## config.mk

```make
export PLATFORM = sky130hd
export DESIGN_NAME = fetch_pc_unit
export DESIGN_NICKNAME = d
export VERILOG_FILES = /design/src/rtl/fetch_pc_unit.sv
export SDC_FILE = /design/constraint.sdc
export NUM_CORES = 1
export LEC_CHECK = 0
export ABC_AREA = 1
export BUFFER_PORTS_ARGS = -buffer_cell sky130_fd_sc_hd__buf_2
export CAP_MARGIN = 20
export CORE_MARGIN = 1
export CORE_UTILIZATION = 54
export DETAILED_ROUTE_END_ITERATION = 6
export PLACE_DENSITY = 0.86
export SYNTH_ARGS = -nofsm -noshare
export SYNTH_HDL_FRONTEND = slang
export SYNTH_SLANG_ARGS = --single-unit
```

## constraint.sdc

```tcl
create_clock -name Clock -period 2.15 [get_ports Clock]
set_input_delay 0.215 -clock Clock [delete_from_list [all_inputs] [get_ports Clock]]
set_output_delay 0.215 -clock Clock [all_outputs]
set_load 0.02 [all_outputs]
```

## src/rtl/fetch_pc_unit.sv

```systemverilog
// Program counter and fetch stage: drives the word address into instruction memory and
// registers the returned word, with branch redirect/squash, stall and halt handling.
module fetch_pc_unit #(
    parameter int unsigned        BITSIZE  = 32,
    parameter int unsigned        REGSIZE  = 64,
    parameter int unsigned        MEMDEPTH = 64,
    parameter logic [REGSIZE-1:0] RESET_PC = '0
) (
    input  logic               Clock,
    input  logic               Reset_n,
    input  logic               Stall,
    input  logic               Halt,
    input  logic               BranchTaken,
    input  logic [REGSIZE-1:0] BranchOffset,
    input  logic [BITSIZE-1:0] InstrIn,
    output logic [REGSIZE-1:0] InstrAddress,
    output logic [REGSIZE-1:0] PC,
    output logic [BITSIZE-1:0] Instruction,
    output logic [REGSIZE-1:0] InstrPC,
    output logic               InstrValid,
    output logic               Halted
);

    localparam logic [1:0] StIdle   = 2'd0;
    localparam logic [1:0] StRun    = 2'd1;
    localparam logic [1:0] StHalted = 2'd2;

    localparam logic [REGSIZE-1:0] MemDepthW = REGSIZE'(MEMDEPTH);
    localparam logic [REGSIZE-1:0] PcStep    = REGSIZE'(4);

    logic [1:0]         state_q, state_d;
    logic [REGSIZE-1:0] pc_q, pc_d;
    logic [REGSIZE-1:0] instr_pc_q, instr_pc_d;
    logic [BITSIZE-1:0] instr_q, instr_d;
    logic               valid_q, valid_d;

    logic [REGSIZE-1:0] word_idx;
    logic [REGSIZE-1:0] br_target;
    logic               out_of_range;
    logic               unused_offset_top;

    assign word_idx     = {2'b00, pc_q[REGSIZE-1:2]};
    assign out_of_range = (word_idx >= MemDepthW);
    // Word offset to bytes; the top two offset bits fall off the shift.
    assign br_target    = instr_pc_q + {BranchOffset[REGSIZE-3:0], 2'b00};
    assign unused_offset_top = ^BranchOffset[REGSIZE-1:REGSIZE-2];

    always_comb begin
        state_d    = state_q;
        pc_d       = pc_q;
        instr_pc_d = instr_pc_q;
        instr_d    = instr_q;
        valid_d    = valid_q;
        case (state_q)
            StIdle: begin
                state_d = StRun;
            end
            StRun: begin
                if (Halt || out_of_range) begin
                    state_d = StHalted;
                    valid_d = 1'b0;
                end else if (!Stall) begin
                    instr_d    = InstrIn;
                    instr_pc_d = pc_q;
                    // A branch only counts when it comes from a real instruction.
                    if (BranchTaken && valid_q) begin
                        pc_d    = br_target;
                        valid_d = 1'b0;
                    end else begin
                        pc_d    = pc_q + PcStep;
                        valid_d = 1'b1;
                    end
                end
            end
            StHalted: begin
                valid_d = 1'b0;
            end
            default: begin
                state_d = StIdle;
                valid_d = 1'b0;
            end
        endcase
    end

    always_ff @(posedge Clock) begin
        if (!Reset_n) begin
            state_q    <= StIdle;
            pc_q       <= RESET_PC;
            instr_pc_q <= '0;
            instr_q    <= '0;
            valid_q    <= 1'b0;
        end else begin
            state_q    <= state_d;
            pc_q       <= pc_d;
            instr_pc_q <= instr_pc_d;
            instr_q    <= instr_d;
            valid_q    <= valid_d;
        end
    end

    assign InstrAddress = word_idx;
    assign PC           = pc_q;
    assign Instruction  = instr_q;
    assign InstrPC      = instr_pc_q;
    assign InstrValid   = valid_q;
    assign Halted       = (state_q == StHalted);

endmodule
```

# [Word level (Yosys, flattened, before mapping)]
# Cells that the tools add are included.
# Widths: inputs -> output; s select.
[totals] ff_bits=163 inputBits=101 output_inout_bits=226
[classes] n_addsub=2 magnitude_cmp=1 n_eq_ne=4 muxes=7 bitwise_logic=4 reduce_logical=6
[op_table] op="$add 64x3->64 const B" n=1
[op_table] op="$add 64x64->64" n=1
[op_table] op="$mux 64" n=1
[op_table] op="$ge 62x7->1 const B" n=1
[op_table] op="$pmux 2 s3" n=1
[op_table] op="$not 1->1" n=4
[op_table] op="$reduce_and 2->1" n=2
[op_table] op="$mux 1" n=3
[op_table] op="$ne 3x3->1 const B" n=1
[op_table] op="$reduce_and 3->1" n=1
[op_table] op="$eq 2x1->1 const B" n=1
[op_table] op="$eq 2x2->1 const B" n=1
[op_table] op="$logic_not 2->1" n=1
[op_table] op="$mux 2" n=1
[op_table] op="$ne 2x2->1 const B" n=1
[op_table] op="$pmux 1 s2" n=1
[op_table] op="$logic_and 1x1->1" n=1
[op_table] op="$logic_or 1x1->1" n=1

# [Depth between registers and ports, before layout]
# Gate-level depths: netlist of run 1.
[depth] word_depth=5 mapped_depth=16

# [Worst setup path before layout of run 1]
# Ideal clock, no wire load.
[synth_path] path_type="register to register" startpoint="reg instr_pc_q[2] (netlist: InstrPC[2])" endpoint="reg pc_q[24] (netlist: PC[24])" setup_ns=0.120 t_arrival_ns=1.971 required_ns=2.030 slack_ns=0.059 path_stages_with_launch=12 path_buffers=0 path_cell_list="dfxtp_1 ha_1 fa_1 nand3_1 nand3_1 nand2_1 nand2_1 nand2_1 nand3_1 or2_2 nand3_1 a21oi_1"
[synth_between] elab_chain_len=2
[synth_lines] element="from (decl)" line="33" source="logic [REGSIZE-1:0] instr_pc_q, instr_pc_d;"
[synth_lines] element="from (signal assigned)" line="95" source="instr_pc_q <= instr_pc_d;"
[synth_lines] element="$add 64x64->64" line="45" source="assign br_target = instr_pc_q + {BranchOffset[REGSIZE-3:0], 2'b00};"
[synth_lines] element="$mux 64" line="66" source="if (BranchTaken && valid_q) begin"
[synth_lines] element="to (signal assigned)" line="94" source="pc_q <= pc_d;"
[synth_lines] element="to (decl)" line="32" source="logic [REGSIZE-1:0] pc_q, pc_d;"
# No other way between the ends.
# A chain may end at the register's enable or synchronous reset.

# [Worst setup path in the final report of run 1]
[layout_path] startpoint="reg pc_q[18] (netlist: PC[18])" endpoint="reg instr_q[26] (netlist: Instruction[26])"
[layout_between] elab_chain_len=4
[layout_lines] element="$ge 62x7->1" line="43" source="assign out_of_range = (word_idx >= MemDepthW);"
[layout_lines] element="$logic_or 1x1->1" line="59" source="if (Halt || out_of_range) begin"
[layout_lines] element="$not 1->1 (no line)"
[layout_lines] element="$reduce_and 3->1 (no line)"
[layout_lines] element="to (signal assigned)" line="96" source="instr_q <= instr_d;"
[layout_lines] element="to (decl)" line="34" source="logic [BITSIZE-1:0] instr_q, instr_d;"
# No other way between the ends.

==> impl_metrics.ini, run 1 <==
[critical_path]
worst_path_max_delay_cell = dfxtp_1
r2r-start = PC[18]
cp-end-kind = flip-flop
startpoint_type = flip-flop
crit_chain = inv_1, nand3_1, nor2_2, nand2_2, nor2_4, nand4_4, nor2_4, buf_12, buf_12, o21ai_0, nor2_1
worst-path-max-fanout = 22
startpoint = PC[18]
cp_slowest_stage_delay_ns = 0.34
crit_type = reg -> reg
cp.arrival_ns = 2.54
cp_data_required_time_ns = 2.51

[placement]
numPortBuffers = 322
dpl_cell_area_sq_um = 14900
dpl.hpwl_mm = 37.0
gp_congestion = 1.02

[finish]
multi_input_area_sq_um = 7910
drive_gt1_share_pct = 30.9
syn_to_final_growth_pct = 39.5
fillers = 1683
regArea_sq_um = 3280
final_util_pct = 77.4
design_area_sq_um = 17000
layout.nets = 2676

[global_routing]
first_global_vias = 14200
antenna_found_initial = 1
overflow = 0
grt_max_degree = 100
grt_pass1_wl_mm = 75.1
grt.total_usage_pct = 41.7

[pwr]
p_per_area_nw_per_um2 = 950
peakVddDrop_uv = 1240
p_leak_nw = 9.38

[floorplan]
core_area_sq_um = 22000
die_w_um = 152
die_area_sq_um = 23200
die_h_um = 152
io_pins = 327
initial_core_util_pct = 55.5
row_count = 54

[min_path]
hold_start = InstrIn[13]
hold_path_class = in -> reg

[route]
ant_nets = 0
post_drt_wl_per_cell_um = 18.9
drtPass1Iterations = 7
wirelength_mm = 53.0
initialDrtViolationCount = 1742
dr_total_vias = 15600
drcViolationCount = 25
avgViaCountPerCell = 5.58

[yosys]
synth_edf_count = 0
yosysTopAreaCell = dfxtp_1
yosysUniqueCellTypes = 39
synth_top_flop_cell = dfxtp_1
ys_seq_elements = 163
synth_area_leaders = dfxtp_1 (27%), nand2_1 (20%), inv_1 (11%)
ys_async_sr_fraction_pct = 0
synth-seq-area-share_pct = 26.8
syn_inst = 2064
synth_top_area_share_pct = 26.8
yosysWarnings = 0
syn-mean-instance-area_sq_um = 5.90
syn_area_sq_um = 12200

[cts]
clock_path_buffers = 2
htreeDepth = 4
cts.sink_count = 163
clkTransAtPathRegs_ns = 0.08
cts_root_buf = clkbuf_16
cts_tree = built
cts_made_buffers = 17
insertion_delay_ns = 0.46

[sta]
setup_tns_ns = -0.0472
tightest_slew_ns = 0.544
setup_ws_ns = -0.0268
hold_viol = 0
rsz0062_at_grt = yes
maxSlewViolCount = 0
maxClockFrequency_mhz = 459
fin_skew_ns = 0.0222
timing.final.crit_share_pct = 101
timing.slew.headroom_pct = 63.7
setup_viol = 3
layout_min_cycle_time_ns = 2.18

[status]
status = finished, violations left
failed_checks = DRC, setup timing

[job]
cap_violations = 0
==> area by class of cell <==
class | instances | share of cell area, %
Antenna cell | 1 | 0.0147
Tap cell | 280 | 2.06
Inverter | 350 | 7.73
Sequential cell | 163 | 19.3
Timing Repair Buffer | 540 | 20.7
Multi-Input combinational cell | 1439 | 46.6
Clock buffer | 18 | 2.59
Clock inverter | 14 | 1.06
==> sequential cells by signal, indices dropped and copies added, names as in the netlist <==
signal       count
InstrPC         64
InstrValid       1
PC              64
state_q          2
Instruction     32
==> cells in the mapped netlist (14+ instances only) <==
master,instances
o21ai_0,114
inv_1,348
a21oi_1,132
nand2_1,634
nand4_1,14
nor3b_1,50
dfxtp_1,163
ha_1,63
nand3_1,113
nor2_1,228
nor3_1,21
buf_4,73
clkbuf_1,26
==> logic make-up (layout without fill, tap and decap cells) <==
| group | count (synthesis) | after routing | share of synthesized area, % |
|---|---|---|---|
| other | 1 | 3 | 0.0308 |
| DFF | 163 | 163 | 26.8 |
| buffers and inverters | 463 | 922 | 16.8 |
| xor gates and xnor gates | 8 | 8 | 0.575 |
| and+or+nand+nor | 1094 | 1094 | 37.8 |
| adders and majority gates | 64 | 64 | 6.64 |
| AOI/OAI and AO/OA | 271 | 271 | 11.4 |
==> timing repair <==
action | CTS | global route
setup buffers | 3 | 6
setup endpoints to repair | 35 | 150
cloned | 1 | 2
hold endpoints to repair | 24 | 0
hold buffers | 24 | 0
pin swaps | 1 | 32
gates resized for setup | 18 | 234
==> final timing paths <==
kind | slack (ns) | to | depth (start not counted)
hold / removal | 0.01 | Instruction[13] | 3
hold reg to reg | 0.47 | InstrPC[29] | 2
setup / recovery | -0.03 | Instruction[26] | 11
setup reg to reg | -0.03 | Instruction[26] | 11
==> power breakdown <==
part           switching (mW)  internal [mW]  total, mW
registers               0.697           3.76       4.46
logic                    5.39           3.03       8.42
clock network            1.65           1.62       3.27
total                    7.73           8.41       16.1
==> per-layer routing <==
| metal | vias up | GRT usage [%] | part of all wire (%) |
|---|---|---|---|
| li1 | 7281 | - | - |
| met1 | 6973 | 51.4 | 38 |
| met2 | 1120 | 70.3 | 45 |
| met3 | 272 | 8.25 | 11 |
| met4 | 0 | 19.1 | 6.1 |
| met5 | - | 0 | 0 |
==> critical path, delay by kind of cell, from the launching register on <==
kind	cells	cell delay, ns
AND/OR/NAND/NOR	7	1.10
buffers and inverters	3	0.48
flip-flops	1	0.34
AO/OA/AOI/OAI	1	0.15
==> metrics by stage <==
stage	setup slack [ns]	power, mW	std cells	hold WS (ns)
finish	-0.0268	16.1	2805	0.0128
CTS	-0.00304	14.7	2796	0.000904
floorplan	0.0590	8.67	2065	0.350
global placement	-0.124	11.1	2736	0.435
detailed placement	-0.196	11.2	2736	0.442
global route	-0.142	16.7	2805	0.0106
==> layout by cell type (no fill, tap or decap), types with 3 or more instances in the layout <==
master / n
clkbuf_16: 19
nand3_2: 13
nand4_1: 14
a21oi_2: 34
inv_1: 348
o21ai_0: 108
clkinv_8: 6
o21ai_1: 17
xor2_1: 5
buf_12: 8
nor2_1: 187
nand2_4: 5
inv_6: 5
nor3_1: 16
dlygate4sd3_1: 24
a21oi_1: 98
nand2_2: 58
nor2_4: 8
nand3b_1: 8
nor3_2: 6
or2_2: 8
and2_1: 4
buf_16: 3
xnor2_1: 3
ha_2: 8
o21bai_1: 4
nor3b_1: 49
ha_4: 32
nor2_2: 36
dfxtp_2: 12
buf_4: 179
dfxtp_1: 151
nand2_1: 571
buf_2: 322
nor4_1: 3
nand3_1: 98
ha_1: 23
Note: power is estimated with default switching activity, not from simulation.
==> run 2, diff against run 1 <==
--- a/config.mk
+++ b/config.mk
@@ -6,12 +6,15 @@
 export NUM_CORES = 1
 export LEC_CHECK = 0
 export ABC_AREA = 1
+export ABC_CLOCK_PERIOD_IN_PS = 2150
 export BUFFER_PORTS_ARGS = -buffer_cell sky130_fd_sc_hd__buf_2
 export CAP_MARGIN = 20
 export CORE_MARGIN = 1
 export CORE_UTILIZATION = 54
 export DETAILED_ROUTE_END_ITERATION = 6
 export PLACE_DENSITY = 0.86
+export REMOVE_ABC_BUFFERS = 1
+export SLEW_MARGIN = 15
 export SYNTH_ARGS = -nofsm -noshare
 export SYNTH_HDL_FRONTEND = slang
 export SYNTH_SLANG_ARGS = --single-unit
==> run 2 against run 1 <==
  * The flow still finishes with violations (DRC, setup timing)
  * Worst setup slack improved by 0.015 ns
  * Via count decreased by 7.1%
  * Critical path depth increased by 1
  * Clock skew decreased by 0.0093 ns
  * Core utilization decreased by 4.5 points
  * Clock power decreased by 2%
==> impl_metrics.ini, run 2 (synthesis results as in run 1) <==
[status]
status = finished, violations left
failed_checks = DRC, setup timing

[global_routing]
grt-busiest-layer = met2
use_met1_pct = 41.4
grt_pass1_wl_mm = 66.9
overflow = 0
antenna_found_initial = 0
met2_usage_pct = 62.8
grt.total_usage_pct = 36.1
grt_max_degree = 64
grtUsageMet3_pct = 5.55
first_global_vias = 13400

[floorplan]
die_h_um = 152
core_area_sq_um = 22000
die_area_sq_um = 23200
io_pins = 327
initial_core_util_pct = 55.5
row_count = 54
die_w_um = 152

[critical_path]
reg2reg_depth = 12
startpoint_type = flip-flop
cp.arrival_ns = 2.53
reg2reg_slack_ns = -0.01
crit_type = reg -> reg
cp_data_required_time_ns = 2.52
cp-end-kind = flip-flop
worst-path-max-fanout = 4

[cts]
cts_made_buffers = 17
clkTransAtPathRegs_ns = 0.08
cts_tree = built
cts_root_buf = clkbuf_16
clock_path_buffers = 2
cts.sink_count = 163
insertion_delay_ns = 0.44
htreeDepth = 4

[sta]
maxSlewViolCount = 0
layout_min_cycle_time_ns = 2.16
hold_viol = 0
rsz0062_at_grt = yes
holdWs_ns = 0.00133
fin_skew_ns = 0.0128
setup_viol = 1
setup_tns_ns = -0.0122
maxClockFrequency_mhz = 463
setup_ws_ns = -0.0122
timing.final.crit_share_pct = 101

[pwr]
p_leak_nw = 8.91
p_per_area_nw_per_um2 = 919
peakVddDrop_uv = 828
total_power_mw = 14.7

[min_path]
hold_depth = 3
hold_path_class = in -> reg

[route]
post_drt_wl_per_cell_um = 16.1
drcViolationCount = 25
initialDrtViolationCount = 1347
avgViaCountPerCell = 5.36
ant_nets = 0
dr_total_vias = 14500
wirelength_mm = 43.8
drtPass1Iterations = 7

[finish]
fillers = 1840
final_common_cell = nand2_1
syn_to_final_growth_pct = 31.4
drive_gt1_share_pct = 27.4
layout.nets = 2585
diodes = 0
layout_common_cells = nand2_1 (594), inv_1 (345), buf_2 (322), nor2_1 (178), dfxtp_1 (157)

[job]
cap_violations = 0

[placement]
gp_congestion = 1.02
dpl.hpwl_mm = 32.2
numPortBuffers = 322
pre_cts_ws_ns = -0.116
-- run 2: cell types whose count changed in the layout (fill, tap and decap cells not counted), moves of 9 or more --
cell / change
nand2_2: -23
a21oi_1: +14
dlygate4sd3_1: -12
buf_4: -75
ha_4: -13
a21oi_2: -14
nor2_1: -9
ha_2: +15
nand2_1: +23
-- run 2: worst paths after layout --
kind | to | from
hold / removal | Instruction[23] | InstrIn[23]
setup / recovery | PC[43] | InstrPC[26]
hold reg to reg | InstrPC[15] | InstrPC[15]
setup reg to reg | PC[43] | InstrPC[26]
-- run 2: critical path, cell delays in order (launching register included) --
cell,delay [ns]
dfxtp_1,0.37
ha_4,0.33
nand2_1,0.14
nor2_2,0.15
inv_1,0.08
nor3_1,0.15
buf_4,0.15
nand3_1,0.11
nand2_4,0.12
nand2_1,0.08
nand3_1,0.07
nand3_1,0.15
a21oi_2,0.18
-- run 2: layout make-up --
cell class | count | area, sq um | area share (%)
clock buffers | 17 | 425 | 2.66
clock inverters | 15 | 185 | 1.16
inverters | 350 | 1310 | 8.21
multi-input cells | 1439 | 7690 | 48.0
flip-flops and latches | 163 | 3270 | 20.4
well taps | 280 | 350 | 2.19
repair buffers | 449 | 2770 | 17.3
-- run 2: power by group --
group	switching, mW	internal (mW)	leakage, nW	total, mW
registers	0.640	3.75	1.32	4.39
logic	4.59	2.50	7.30	7.09
clock network	1.54	1.67	0.292	3.22
-- run 2: through the flow --
step	cells	cell area, sq um	utilization [%]
floorplan	1952	11500	-
global placement	2662	14300	65.1
detailed placement	2662	14300	65.1
CTS	2710	15200	69.1
global route	2713	16000	72.9
finish	2713	16000	72.9
-- run 2: what timing repair did --
| item | in CTS | in global routing |
|---|---|---|
| cloned | 2 | 2 |
| pin swaps | 1 | 18 |
| endpoints found under the hold margin | 12 | 0 |
| hold buffers | 12 | 0 |
| buffers inserted | 2 | 1 |
| gates resized for setup | 13 | 204 |
| endpoints found under the setup margin | 31 | 143 |
-- run 2: routing by layer --
metal / share of wire (%) / up-vias
met5: 0 / -
met4: 6.5 / 0
met3: 7.2 / 193
met2: 48 / 703
met1: 39 / 6547
li1: - / 7098
